===== config.mk =====
export PLATFORM = sky130hd
export DESIGN_NAME = snitch_icache_event_counter
export DESIGN_NICKNAME = d
export VERILOG_FILES = /design/src/rtl/snitch_icache_event_counter.sv
export SDC_FILE = /design/constraint.sdc
export NUM_CORES = 1
export LEC_CHECK = 0
export BUFFER_PORTS_ARGS = -buffer_cell sky130_fd_sc_hd__buf_2
export CORE_UTILIZATION = 60
export CTS_CLUSTER_SIZE = 25
export DETAILED_ROUTE_END_ITERATION = 6
export GPL_TIMING_DRIVEN = 0
export PLACE_DENSITY = 0.83
export SLEW_MARGIN = 0
export SYNTH_ARGS = -nofsm -noshare
export SYNTH_HDL_FRONTEND = slang
export SYNTH_SLANG_ARGS = --single-unit

===== constraint.sdc =====
create_clock -name clk_i -period 7.8 [get_ports clk_i]
set_clock_uncertainty 0.15 [all_clocks]
set_input_delay 1.56 -clock clk_i [delete_from_list [all_inputs] [get_ports clk_i]]
set_output_delay 1.56 -clock clk_i [all_outputs]
set_load 0.01 [all_outputs]

===== src/rtl/snitch_icache_event_counter.sv =====
// Instruction-cache event counter bank; reads return one cycle after acceptance.
// Single-entry response register: req_ready_o drops while an unconsumed response is held.
// Optional SNITCH_ICACHE_EVENT_TOTALS_EN adds four per-event aggregate counters after the per-port ones.
module snitch_icache_event_counter #(
    parameter int unsigned NR_FETCH_PORTS = 1,
    parameter int unsigned CNT_WIDTH      = 32,
    parameter bit          SATURATE       = 1'b1,
    localparam int unsigned ADDR_W        = $clog2(NR_FETCH_PORTS*4+4)
) (
    input  logic                        clk_i,
    input  logic                        rst_i,
    // bit p*4+e: port p, event e (0 miss, 1 hit, 2 prefetch, 3 double hit)
    input  logic [NR_FETCH_PORTS*4-1:0] events_i,
    input  logic                        clear_i,
    input  logic                        freeze_i,
    input  logic                        req_valid_i,
    output logic                        req_ready_o,
    input  logic [ADDR_W-1:0]           req_addr_i,
    output logic                        rsp_valid_o,
    input  logic                        rsp_ready_i,
    output logic [CNT_WIDTH-1:0]        rsp_data_o,
    output logic                        rsp_ovf_o,
    output logic                        rsp_err_o
);

`ifdef SNITCH_ICACHE_EVENT_TOTALS_EN
    localparam int unsigned NR_CNT = NR_FETCH_PORTS*4 + 4;
`else
    localparam int unsigned NR_CNT = NR_FETCH_PORTS*4;
`endif
    // five extra bits hold the largest possible increment (16 ports)
    localparam int unsigned SUM_W = CNT_WIDTH + 5;

    logic [CNT_WIDTH-1:0] cnt_q [NR_CNT];
    logic [CNT_WIDTH-1:0] cnt_d [NR_CNT];
    logic [NR_CNT-1:0]    ovf_q, ovf_d;
    logic [4:0]           inc_amt [NR_CNT];

    logic                 rsp_valid_q, rsp_valid_d;
    logic [CNT_WIDTH-1:0] rsp_data_q, rsp_data_d;
    logic                 rsp_ovf_q, rsp_ovf_d;
    logic                 rsp_err_q, rsp_err_d;

    logic [CNT_WIDTH-1:0] rd_data;
    logic                 rd_ovf;
    logic                 rd_err;
    logic                 req_accept;

    always_comb begin
        for (int i = 0; i < NR_FETCH_PORTS*4; i++) begin
            inc_amt[i] = {4'b0, events_i[i]};
        end
`ifdef SNITCH_ICACHE_EVENT_TOTALS_EN
        for (int e = 0; e < 4; e++) begin
            inc_amt[NR_FETCH_PORTS*4+e] = 5'd0;
            for (int p = 0; p < NR_FETCH_PORTS; p++) begin
                inc_amt[NR_FETCH_PORTS*4+e] = inc_amt[NR_FETCH_PORTS*4+e] + {4'b0, events_i[p*4+e]};
            end
        end
`endif
    end

    logic [SUM_W-1:0] sum;

    always_comb begin
        sum   = '0;
        ovf_d = ovf_q;
        for (int i = 0; i < NR_CNT; i++) begin
            cnt_d[i] = cnt_q[i];
            sum      = {5'b0, cnt_q[i]} + {{CNT_WIDTH{1'b0}}, inc_amt[i]};
            if (clear_i) begin
                cnt_d[i] = '0;
                ovf_d[i] = 1'b0;
            end else if (!freeze_i) begin
                if (|sum[SUM_W-1:CNT_WIDTH]) begin
                    ovf_d[i] = 1'b1;
                    cnt_d[i] = SATURATE ? {CNT_WIDTH{1'b1}} : sum[CNT_WIDTH-1:0];
                end else begin
                    cnt_d[i] = sum[CNT_WIDTH-1:0];
                end
            end
        end
    end

    // Reads sample the registered counters, i.e. the value before this cycle's update
    always_comb begin
        rd_data = '0;
        rd_ovf  = 1'b0;
        rd_err  = 1'b1;
        for (int i = 0; i < NR_CNT; i++) begin
            if (req_addr_i == ADDR_W'(i)) begin
                rd_data = cnt_q[i];
                rd_ovf  = ovf_q[i];
                rd_err  = 1'b0;
            end
        end
    end

    assign req_ready_o = !rsp_valid_q | rsp_ready_i;
    assign req_accept  = req_valid_i & req_ready_o;

    always_comb begin
        rsp_valid_d = rsp_valid_q;
        rsp_data_d  = rsp_data_q;
        rsp_ovf_d   = rsp_ovf_q;
        rsp_err_d   = rsp_err_q;
        if (req_accept) begin
            rsp_valid_d = 1'b1;
            rsp_data_d  = rd_data;
            rsp_ovf_d   = rd_ovf;
            rsp_err_d   = rd_err;
        end else if (rsp_ready_i) begin
            rsp_valid_d = 1'b0;
        end
    end

    always_ff @(posedge clk_i or posedge rst_i) begin
        if (rst_i) begin
            for (int i = 0; i < NR_CNT; i++) begin
                cnt_q[i] <= '0;
            end
            ovf_q       <= '0;
            rsp_valid_q <= 1'b0;
            rsp_data_q  <= '0;
            rsp_ovf_q   <= 1'b0;
            rsp_err_q   <= 1'b0;
        end else begin
            for (int i = 0; i < NR_CNT; i++) begin
                cnt_q[i] <= cnt_d[i];
            end
            ovf_q       <= ovf_d;
            rsp_valid_q <= rsp_valid_d;
            rsp_data_q  <= rsp_data_d;
            rsp_ovf_q   <= rsp_ovf_d;
            rsp_err_q   <= rsp_err_d;
        end
    end

    assign rsp_valid_o = rsp_valid_q;
    assign rsp_data_o  = rsp_data_q;
    assign rsp_ovf_o   = rsp_ovf_q;
    assign rsp_err_o   = rsp_err_q;

endmodule


**Yosys cells after proc, flatten, opt, wreduce, memory -nomap -nowiden**

Cells that the tools add are included.

- $add $sub $neg: 4
- Equality and inequality tests: 4
- Multiplexer cells: 38
- Bitwise logic cells: 2
- Reduce and logical (&&, ||, !) cells: 15

Operators with widths:

| cell | number |
|---|---|
| 32-bit 2-to-1 mux | 16 |
| 32-bit by 1-bit adder with 33-bit output | 4 |
| 1-bit 2-to-1 mux | 22 |
| 5-bit OR reduction | 4 |
| 2-bit nonzero test | 5 |
| 2-bit AND reduction | 4 |
| 3-bit by 2-bit == test with 1-bit output (second input constant) | 2 |
| 3-bit by 1-bit == test with 1-bit output (second input constant) | 1 |
| 3-bit logical NOT | 1 |
| 2-bit inequality test (second input constant) | 1 |
| 1-bit bitwise AND | 1 |
| 1-bit logical NOT | 1 |
| 1-bit OR | 1 |

- Flip-flop bits (word level): 167
- Output and inout bits: 36

**Depth between registers and ports, before layout**

- Word-level depth: 5
- Mapped depth: 9
- Depth with buffers taken out: 6

**Least setup slack after synthesis**

No wires, ideal clock.

- Kind: in2out
- Start point: input rsp_ready_i
- End point: output req_ready_o
- Data arrival time: 1.743 ns
- Required time: 6.090 ns
- Path slack: 4.347 ns
- Cell stages on the path: 1
- Cells stage by stage: nand2b_1

- Word-level cells in the longest chain between the ends: 1

Ends and longest elaborated chain:

| element | line | RTL |
|---|---|---|
| from (decl) | 20 | `input logic rsp_ready_i,` |
| 1-bit OR | 99 | `assign req_ready_o = !rsp_valid_q \| rsp_ready_i;` |
| to (decl) | 17 | `output logic req_ready_o,` |

Every way passes these cells.

**Final worst setup path**

- Start point: input freeze_i
- End point: register cnt_q[15] (netlist bit)

- Word-level cells in the longest chain between the ends: 1

Ends and longest elaborated chain:

| element | line | RTL |
|---|---|---|
| from (decl) | 15 | `input logic freeze_i,` |
| 2-bit inequality test (no source line) | n/a |  |
| to (signal, indexed assignment) | 129 | `cnt_q[i] <= cnt_d[i];` |
| to (decl) | 34 | `logic [CNT_WIDTH-1:0] cnt_q [NR_CNT];` |

Every way passes these cells.
A chain may end at the register's enable or synchronous reset.

==> impl_metrics.tcl <==
set metrics [dict create \
    outcome "finished, final reports clean" \
    critical_path_required_ps 7940 \
    globalplace.congestion 0.975 \
    cellLeakagePower_nw 4.37 \
    mappedNetlistArea_mm2 0.00932 \
    crit_start "freeze_i" \
    synth_warnings 0 \
    multiInputGateArea_mm2 0.00479 \
    power.share.sequential_pct 48.0 \
    drt-wirelength-per-cell_um 20.7 \
    clk_path_buf_depth 2 \
    timing.setup.critical_path_class "in -> reg" \
    drt_pass1_iterations 6 \
    ys.flop_type "sky130_fd_sc_hd__dfrtp_1" \
    cts_root_buf "sky130_fd_sc_hd__clkbuf_16" \
    chipWidth_um 127 \
    cell_internal_pwr_mw 1.38 \
    synth_edf_count 0 \
    placement.cell_area_mm2 0.00981 \
    clkSlewWorstSetupHoldPaths_ps 60 \
    via_count_of_the_first_global_routing_pass 7870 \
    post_cts_buffers 0 \
    path_max_fanout 10 \
    timing.hold.worst_path_depth 2 \
    postCtsHoldBufs 0 \
    placement_rows 45 \
    crit_path_end_kind "flop" \
    antenna_found_initial 0 \
    gr-usage-all-layers_pct 34.3 \
    finalSetupTns_ps 0 \
    antenna_violating_nets_post_route 0 \
    overflow 0 \
    die_area_mm2 0.0160 \
    finalHoldViolations 0 \
    design_area_mm2 0.0104 \
    timing.final.crit_period_ps 3720 \
    core_area_mm2 0.0152 \
    grt_setup_unrepaired "false" \
    power.share.combinational_pct 5.3 \
    drive_above_1_share_pct 11.6 \
    drt_first_iter_violations 1004 \
    total_design_power_mw 1.82 \
    clock-sinks 167 \
    timing.max_slew.rel_slack_pct 15.1 \
    ff_latch_area_mm2 0.00418 \
    post_cts.resized_instances 0 \
    worst_ir_drop_vdd_v 0.000140 \
    nets 1093 \
    period_share_pct 47.7 \
    count_of_pins_on_the_block_boundary 49 \
    cts_buffer_count 17 \
    h-tree-depth 4 \
    post-route-drc-count 0 \
    total_power_divided_by_cell_area_mw_per_mm2 175 \
    timing.final.max_slew_violations 0 \
    worstSetupStartpointType "input port" \
    clk_network_pwr_share_pct 46.7 \
    switching_fraction_pct 24.3 \
    ys_seq_elements 167 \
    floorplan.die.height_um 127 \
    finalWirelength_mm 26.4 \
    cts_tree "done" \
    drt-vias-per-instance 6.56 \
    crit_arrival_ps 3860 \
    crit-reg2reg-launch "cnt_q[65]" \
    place.detailed.instances 1241 \
    setup_viol_count_final 0 \
    fillerInstances 1172 \
    grt_max_degree 123 \
    seq_area_frac_synth_pct 44.8 \
    hold-worst-slack_ps 326 \
    initial_core_util_pct 61.3 \
    worst_hold_startpoint "rsp_data_o[28]" \
    min-delay-path-class "reg -> reg" \
    antenna-diode-count 0 \
    total_net_switching_power_mw 0.442 \
    synthesis.area_per_instance_um2 9.25 \
    global_route_wire_length_before_repair_mm 41.9 \
    clock.fmax_mhz 269 \
    detailroute.via_count 8346 \
    synth_cell_types 52 \
    timing.max_cap.violations 0 \
    syn-num-nets 1029 \
    clk-insertion-delay-late_ps 440 \
    worst-slew-pin-transition_ps 1260 \
    final-instance-count-excl-fill 1273 \
    placement.io_buffers 44 \
    asyncSetResetFlopFracSynth_pct 100 \
    synthCells 1008 \
    post-dp-hpwl_mm 19.1 \
    worst_reg_to_reg_cells 6 \
    layout-area-overhead-vs-synth_pct 11.6 \
]
[cells in the final DEF, fill, tap and decap left out, drive strengths merged, types with 22 or more instances in the layout]
master and count:
dfrtp 167, o21ai 137, nand2 80, clkbuf 77, nor2 70, buf 54
a21oi 49, xor2 47, nand3 46, xnor2 45, nand4 42, nor3 40
mux2i 35, a2bb2oi 31, nor4 24, and3 22
[critical path, stage by stage]
cell,delay (ps)
sky130_fd_sc_hd__buf_2,140
sky130_fd_sc_hd__clkbuf_1,460
sky130_fd_sc_hd__clkbuf_1,520
sky130_fd_sc_hd__nor2_1,320
sky130_fd_sc_hd__nand2_1,300
sky130_fd_sc_hd__clkbuf_1,370
sky130_fd_sc_hd__o21ai_0,170
[routing by layer]
metal,vias to the layer above,track usage [%],part of all wire (%)
li1,3773,-,-
met5,-,0,0
met4,0,15.7,3.7
met2,440,55.9,47
met3,69,6.41,8.1
met1,4064,44.8,41
[layout make-up]
class | instances | area share (%)
inverter | 18 | 0.722
buffer | 68 | 2.71
clock buffer | 18 | 4.22
tap | 188 | 2.26
clock inverter | 14 | 1.43
sequential | 167 | 40.2
timing repair buffer | 45 | 2.38
multi-input combinational | 755 | 46.1
[through the flow]
| step | setup WS, ps | util [%] |
|---|---|---|
| global placement | -203 | 64.3 |
| global route | 4010 | 68.4 |
| CTS | 4130 | 68.4 |
| finish | 4080 | 68.4 |
| detailed placement | 3720 | 64.5 |
| floorplan | 1570 | - |
[logic make-up (layout without fill, tap and decap cells)]
family                   after synthesis  in the layout  synth area share [%]
multiplexers                          38             38                  4.36
XOR/XNOR                              92             92                  8.65
AND/OR/NAND/NOR                      374            374                  21.4
flip-flops                           167            167                  44.8
AO/OA/AOI/OAI                        243            243                  15.9
buffers and inverters                 86            163                  3.75
adder cells (fa/ha/maj)                8              8                  1.07
[power by group through the flow]
stage | combinational (mW) | sequential, mW | clock (mW)
after global placement | 0.0915 | 0.890 | 0
final | 0.0965 | 0.874 | 0.850
after global routing | 0.105 | 0.874 | 0.886
after floorplan | 0.0633 | 0.890 | 0
after detailed placement | 0.0950 | 0.890 | 0
after CTS | 0.0959 | 0.874 | 0.848
[worst paths after layout]
path,end,slack [ps]
hold reg to reg,rsp_data_o[28],330
hold / removal,rsp_data_o[28],330
setup reg to reg,cnt_q[93],5050
max in group asynchronous,cnt_q[64],5610
setup / recovery,cnt_q[15],4080
min in group asynchronous,cnt_q[104],950
[Yosys cell counts, types with 19 or more instances]
| library cell | number | share of area (%) |
|---|---|---|
| sky130_fd_sc_hd__a21oi_1 | 49 | 2.6 |
| sky130_fd_sc_hd__a2bb2oi_1 | 31 | 2.9 |
| sky130_fd_sc_hd__and3_1 | 22 | 1.5 |
| sky130_fd_sc_hd__and4_1 | 19 | 1.8 |
| sky130_fd_sc_hd__clkbuf_1 | 57 | 2.3 |
| sky130_fd_sc_hd__dfrtp_1 | 167 | 45 |
| sky130_fd_sc_hd__mux2i_1 | 35 | 3.8 |
| sky130_fd_sc_hd__nand2_1 | 79 | 3.2 |
| sky130_fd_sc_hd__nand3_1 | 45 | 2.4 |
| sky130_fd_sc_hd__nand4_1 | 40 | 2.7 |
| sky130_fd_sc_hd__nor2_1 | 70 | 2.8 |
| sky130_fd_sc_hd__nor3_1 | 40 | 2.1 |
| sky130_fd_sc_hd__nor4_1 | 20 | 1.3 |
| sky130_fd_sc_hd__o21ai_0 | 113 | 6.1 |
| sky130_fd_sc_hd__o21ai_2 | 20 | 1.9 |
| sky130_fd_sc_hd__xnor2_1 | 45 | 4.2 |
| sky130_fd_sc_hd__xor2_1 | 47 | 4.4 |
[registers in the layout, summed over array words and instances (netlist names)]
| register | flops |
|---|---|
| rsp_err_o | 1 |
| rsp_ovf_o | 1 |
| rsp_data_o | 32 |
| cnt_q | 128 |
| rsp_valid_o | 1 |
| ovf_q | 4 |
No activity file was read; power rests on OpenSTA's default activity.
